### config.mk
export PLATFORM = sky130hd
export DESIGN_NAME = call_frame_stack
export DESIGN_NICKNAME = d
export VERILOG_FILES = /design/src/rtl/call_frame_stack.sv
export SDC_FILE = /design/constraint.sdc
export NUM_CORES = 2
export LEC_CHECK = 0
export CORE_ASPECT_RATIO = 0.6
export CORE_MARGIN = 2
export CORE_UTILIZATION = 42
export DETAILED_ROUTE_END_ITERATION = 7
export SLEW_MARGIN = 20
export SYNTH_ARGS = -nofsm -noshare
export SYNTH_HDL_FRONTEND = slang
export SYNTH_SLANG_ARGS = --single-unit
### constraint.sdc
create_clock -name clk -period 33.6 [get_ports clk]
set_input_delay 10.08 -clock clk [delete_from_list [all_inputs] [get_ports clk]]
set_output_delay 10.08 -clock clk [all_outputs]
set_load 0.01 [all_outputs]
### src/rtl/call_frame_stack.sv
// LIFO of 240-bit caller-saved register frames for call/return, with a pop-restore sequencer.
// Define CALL_FRAME_STACK_ERR_EN to build the sticky overflow/underflow flags and clr_err handling.
module call_frame_stack #(
  parameter int DEPTH = 16,
  parameter int WIDTH = 240
) (
  input  logic                         clk,
  input  logic                         reset_n,
  input  logic                         push,
  input  logic                         pop,
  input  logic [WIDTH-1:0]             frame_in,
  input  logic                         clr_err,
  output logic [WIDTH-1:0]             frame_out,
  output logic                         restore,
  output logic                         busy,
  output logic                         empty,
  output logic                         full,
  output logic [$clog2(DEPTH+1)-1:0]   count,
  output logic                         err_overflow,
  output logic                         err_underflow
);

  localparam int CW = $clog2(DEPTH + 1);
  localparam int AW = $clog2(DEPTH);
  localparam logic [CW-1:0] DEPTH_C = CW'(DEPTH);
  localparam logic [CW-1:0] ONE_C   = CW'(1);

  typedef enum logic [1:0] {
    IDLE    = 2'd0,
    LOAD    = 2'd1,
    RESTORE = 2'd2
  } state_e;

  state_e            state_q, state_d;
  logic [CW-1:0]     sp_q, sp_d;
  logic [WIDTH-1:0]  frame_q, frame_d;
  logic              restore_q, restore_d;
  logic              busy_q, busy_d;
  logic [WIDTH-1:0]  mem [DEPTH];

  logic idle, push_req, pop_req, push_ok, pop_ok, ovf_ev, unf_ev;

  assign empty = (sp_q == '0);
  assign full  = (sp_q == DEPTH_C);

  // Simultaneous push and pop is treated as no request at all, so neither can fault.
  always_comb begin
    idle     = (state_q == IDLE);
    push_req = idle && push && !pop;
    pop_req  = idle && pop && !push;
    push_ok  = push_req && !full;
    pop_ok   = pop_req && !empty;
    ovf_ev   = push_req && full;
    unf_ev   = pop_req && empty;

    sp_d = sp_q;
    if (push_ok) begin
      sp_d = sp_q + ONE_C;
    end else if (pop_ok) begin
      sp_d = sp_q - ONE_C;
    end

    state_d = state_q;
    case (state_q)
      IDLE:    state_d = pop_ok ? LOAD : IDLE;
      LOAD:    state_d = RESTORE;
      RESTORE: state_d = IDLE;
      default: state_d = IDLE;
    endcase

    frame_d = frame_q;
    if (state_q == LOAD) begin
      frame_d = mem[sp_q[AW-1:0]];
    end

    restore_d = (state_q == RESTORE);
    busy_d    = (state_d != IDLE);
  end

  always_ff @(posedge clk or negedge reset_n) begin
    if (!reset_n) begin
      state_q   <= IDLE;
      sp_q      <= '0;
      frame_q   <= '0;
      restore_q <= 1'b0;
      busy_q    <= 1'b0;
    end else begin
      state_q   <= state_d;
      sp_q      <= sp_d;
      frame_q   <= frame_d;
      restore_q <= restore_d;
      busy_q    <= busy_d;
    end
  end

  // Frame storage is deliberately left unreset; only the pointer defines validity.
  always_ff @(posedge clk) begin
    if (push_ok) begin
      mem[sp_q[AW-1:0]] <= frame_in;
    end
  end

  assign frame_out = frame_q;
  assign restore   = restore_q;
  assign busy      = busy_q;
  assign count     = sp_q;

`ifdef CALL_FRAME_STACK_ERR_EN
  logic err_ovf_q, err_unf_q;

  // A new fault in the same cycle as clr_err keeps the flag set.
  always_ff @(posedge clk or negedge reset_n) begin
    if (!reset_n) begin
      err_ovf_q <= 1'b0;
      err_unf_q <= 1'b0;
    end else begin
      if (ovf_ev) begin
        err_ovf_q <= 1'b1;
      end else if (clr_err) begin
        err_ovf_q <= 1'b0;
      end
      if (unf_ev) begin
        err_unf_q <= 1'b1;
      end else if (clr_err) begin
        err_unf_q <= 1'b0;
      end
    end
  end

  assign err_overflow  = err_ovf_q;
  assign err_underflow = err_unf_q;
`else
  logic unused_err;
  assign unused_err    = clr_err | ovf_ev | unf_ev;
  assign err_overflow  = 1'b0;
  assign err_underflow = 1'b0;
`endif

endmodule

==> Word-level counts from Yosys, hierarchy flattened <==
Memories as Yosys holds them, arrays and structs flattened. A register that Yosys moved wholly into a read port is not among the register bits.
Index checks and enable logic that the tools add are counted.
{ "totals": {"ff_bits": 9, "latchBits": 0, "mem_bits_rw": 3840, "rom_bits": 0, "inputBits": 245, "output_inout_bits": 251, "mem_count": 1} }
{ "mem_list": {"columns": ["memory", "words", "word_bits", "rd", "rd_ports_with_merged_regs", "write_ports", "line_no", "source"], "rows": [
  ["mem", 16, 240, 1, 1, 1, "39", "logic [WIDTH-1:0] mem [DEPTH];"]
]} }
{ "op_classes": {"n_addsub": 2, "multipliers": 0, "n_div": 0, "n_lt_le_gt_ge": 0, "eq_ne": 3, "n_shift": 0, "muxes": 6, "n_bitwise": 0, "reduce_logical": 15} }
{ "op_table": {"columns": ["operator", "n"], "rows": [
  ["5-bit two-way mux", 2],
  ["1-bit logical AND", 6],
  ["5-bit by 1-bit adder with 5-bit output, second input constant", 1],
  ["5-bit equality test, second input constant", 1],
  ["1-bit logical NOT", 5],
  ["5-bit logical NOT", 1],
  ["5-bit by 1-bit subtractor with 5-bit output, second input constant", 1],
  ["2-bit case mux with 2 select lines", 1],
  ["2-bit nonzero test", 2],
  ["1-bit two-way mux", 3],
  ["2-bit by 1-bit equality test with 1-bit output, second input constant", 1],
  ["2-bit equality test, second input constant", 1],
  ["2-bit logical NOT", 1]
]} }

==> Depth between registers and ports, before layout <==
{ "depth": {"depth_word": 7, "ltp_mapped": 11, "ltp_nobuf": 10} }

==> Least setup slack after synthesis <==
Ideal clock, no wire load.
{ "synth_path": {"kind": "input to register", "start": "input port pop", "end": "memory mem[12][0], enable pin", "arrival_ns": 26.992, "t_required_ns": 32.465, "setup_slack_ns": 5.473, "path_stages": 4, "path_buffers": 0, "path_cell_list": "nand2b_1 -> nor3_1 -> nand3_1 -> nor3_1"} }
{ "synth_via": {"elab_chain_cells": 5} }
{ "synth_rtl": {"columns": ["element", "line_no", "source"], "rows": [
  ["start: declaration", "10", "input logic pop,"],
  ["1-bit logical NOT", "49", "push_req = idle && push && !pop;"],
  ["1-bit logical AND", "49", null],
  ["1-bit logical AND", "51", "push_ok = push_req && !full;"],
  ["1-bit two-way mux", "98", "if (push_ok) begin"],
  ["1-bit two-way mux (implied by the code)", "99", "mem[sp_q[AW-1:0]] <= frame_in;"],
  ["end: declaration", "39", null]
]} }
No other way between the ends.

==> Final worst setup path <==
{ "layout_path": {"start": "input port pop", "end": "memory mem[10][231], enable pin"} }
The elaborated chain is that of the path after synthesis.

==> out/qor.yml <==
cts:
  clk_pin_slew_ps: 70
  cts_made_buffers: 378
  clockBufferDepth: 4
  postCtsHoldBufs: 0
  htreeDepth: 5
  cts_tree: "built"
  cts_sinks: 4089
  cts_resized: 0
  root_buffer: "clkbuf_16"
  worstSkewPairLatency_ps: 920
  post_cts_buffers: 0
setup_path:
  end_kind: "register"
  slowest_stage: "nor2_4"
  crit_fanout: 35
  worst_ep_arrival_time_ps: 14530
  max_stage_delay_ps: 890
  cp.required_ps: 34110
  worst_path_most_repeated_cell: "buf_4"
  critPathKind: "primary input to register"
  path_cells: "clkdlybuf4s50_1 -> nand2b_1 -> nor3_1 -> buf_4 -> nand2_1 -> nor2_4 -> buf_4 -> buf_4 -> buf_4"
  cp-start-kind: "primary input"
sta:
  finalMaxSlewViolations: 0
  worst_hold_slack_ps: 526
  max-slew-margin-rel_pct: 17.8
  fmax_mhz: 71.3
  hold_viol: 0
  setup_viol: 0
  period_minus_slack_ps: 14020
  clock_skew_ps: 55.8
  rsz0062_at_grt: "no"
  post-route-period-util_pct: 41.7
  tightest_slew_ps: 1230
  finalSetupTns_ps: 0
place:
  place_inst: 12561
  portBuffers: 492
  dp_hpwl_um: 205000
  gp_congestion: 0.742
  post_dp_cell_area_um2: 163000
job:
  cap_violations: 0
synth:
  ys_seq_elements: 4089
  ys_top_cells_by_area: "edfxtp_1, mux4_2, mux2i_1, dfrtp_1, o22ai_1"
  synth_edf_count: 3840
  synth_area_leader_cell: "edfxtp_1"
  yosysWarningCount: 0
  synthArstFlopShare_pct: 6.09
  syn_inst: 7480
  syn_area_um2: 153000
  synth-seq-area-share_pct: 79.5
  synthFlopType: "edfxtp_1"
  syn_avg_cell_area_um2: 20.4
  yosysUniqueCellTypes: 38
  synth_top_area_share_pct: 75.4
pwr:
  finalPower_mw: 14.2
  seqPwrFrac_pct: 43.1
  power.leakage_nw: 57.9
  vdd_drop_max_mv: 0.0904
  p_int_mw: 10.0
  power.density_nw_per_um2: 80.6
  net-switching-power_mw: 4.20
  power.share.clock_pct: 31.5
  combPwrFrac_pct: 25.4
  netSwitchingFraction_pct: 29.5
floorplan:
  die_area_um2: 369000
  die_w_um: 783
  die_h_um: 471
  start_util_pct: 42.2
  core-area_um2: 362000
  rows: 171
  top_level_ports: 496
global_route:
  antenna_found_initial: 77
  grt_pass1_wl_um: 560000
  grt_util_met3_pct: 3.47
  gr-total-overflow: 0
  grt_pass1_vias: 76401
  use_met2_pct: 34.4
  grt_use_met1_pct: 29.4
  gr-usage-all-layers_pct: 20.9
  grt.busiest_layer: "met2"
  grt_max_degree: 121
final_layout:
  final_cell_area_um2: 176000
  num-fill-cells: 29133
  finish.net_count: 8348
  area_growth_syn_to_layout_pct: 15.3
  fin_cells: 13280
  drive_gt1_share_pct: 15.4
drt:
  vias_per_cell: 5.76
  wl_per_cell_um: 29.8
  antenna_left: 0
  post-route-drc-count: 0
  wl_um: 396000
  drt-initial-drc-count: 8039
  first_pass_iters: 5
  route.vias.total: 76473
hold_path:
  hold_class: "register to register"
run_status:
  status: "complete, no violations"
[power groups by stage]
stage | Sequential [mW] | Combinational [mW] | Clock (mW)
after detailed placement | 6.24 | 3.65 | 0
after global placement | 6.23 | 3.62 | 0
after global routing | 6.15 | 3.86 | 4.76
after floorplan | 6.26 | 2.36 | 0
after CTS | 6.14 | 3.66 | 4.56
final | 6.13 | 3.61 | 4.48
[cell type report]
cell class / instances / area (µm²) / share of cell area [%]
Antenna cell: 18 / 45.0 / 0.0255
Sequential cell: 4089 / 122000 / 68.9
Multi-Input combinational cell: 2959 / 29200 / 16.6
Clock buffer: 485 / 10400 / 5.87
Inverter: 4 / 15.0 / 0.00851
Tap cell: 4844 / 6060 / 3.44
Timing Repair Buffer: 666 / 6460 / 3.66
Clock inverter: 215 / 2650 / 1.50
[cell usage in the layout (no fill, tap or decap), drive strengths merged, types with 2 or more instances in the layout]
cell	Yosys	layout
nand2	15	15
nand3	4	4
a31oi	240	240
inv	4	18
nor2	499	499
clkinvlp	0	17
diode	0	18
a22oi	240	240
nor2b	5	5
edfxtp	3840	3840
mux2	2	2
mux2i	962	962
buf	303	175
bufinv	0	50
and2b	2	2
clkdlybuf4s50	0	491
o22ai	480	480
nor3	5	5
clkbuf	126	485
ha	4	4
clkinv	0	134
and2	3	3
nand2b	5	5
xnor2	2	2
conb	1	2
dfrtp	249	249
mux4	480	480
[state kept, by name (all words and copies together) (netlist names)]
| register | flops |
|---|---|
| state_q | 2 |
| count | 5 |
| frame_out | 240 |
| restore | 1 |
| mem | 3840 |
| busy | 1 |
[critical path: cells and delay by family]
family        cells  cell delay (ps)
buf+inv           5             2750
simple gates      4             1560
[synthesized netlist by cell type (2+ instances only)]
library cell,number
a22oi_1,240
a31oi_1,240
and2_1,3
and2b_1,2
buf_1,42
buf_2,115
buf_4,120
buf_6,26
clkbuf_1,125
dfrtp_1,249
edfxtp_1,3840
ha_1,4
inv_1,3
mux2_1,2
mux2i_1,962
mux4_2,480
nand2_1,15
nand2b_1,4
nand3_1,4
nor2_1,498
nor2b_1,5
nor3_1,5
o22ai_1,480
xnor2_1,2
[final timing paths]
kind | start | endpoint | slack, ps | depth (start not counted)
worst max-delay path | pop | mem[10][231]$_DFFE_PP_ | 19580 | 9
worst min-delay path | state_q[0]$_DFF_PN0_ | restore$_DFF_PN0_ | 530 | 1
worst max register to register | count[1]$_DFFE_PN0P_ | frame_out[76]$_DFFE_PN0P_ | 26740 | 9
worst min register to register | state_q[0]$_DFF_PN0_ | restore$_DFF_PN0_ | 530 | 1
max in group asynchronous | reset_n | frame_out[81]$_DFFE_PN0P_ | 21500 | 4
min in group asynchronous | reset_n | frame_out[182]$_DFFE_PN0P_ | 9180 | 1
[routing by layer]
layer  wire length, µm  share of wire, %  vias to the layer above
met2            192000                48                     2795
met4              9560               2.4                       50
li1                  -                 -                    32063
met1            168000                42                    40982
met5               329             0.083                        -
met3             27000               6.8                      583
[cells by family (layout without fill, tap and decap cells)]
kind of cell	Yosys count	count (layout)	synth area share (%)
flops	4089	4089	79.5
mux	1444	1444	13.4
compound gates	964	964	4.15
simple gates	541	541	1.37
buf+inv	433	1370	1.58
fa+ha+maj	5	5	0.0458
xor+xnor	3	3	0.0172
other cells	1	20	0.00245
[through the flow]
stage          setup WS [ps]  util [%]
5_1_grt                19420      48.7
2_1_floorplan           5470         -
3_5_place_dp           18660      45.1
3_3_place_gp           18780      45.1
4_1_cts                19660      48.7
6_report               19580      48.7
Power figures use the tool's default switching activity.
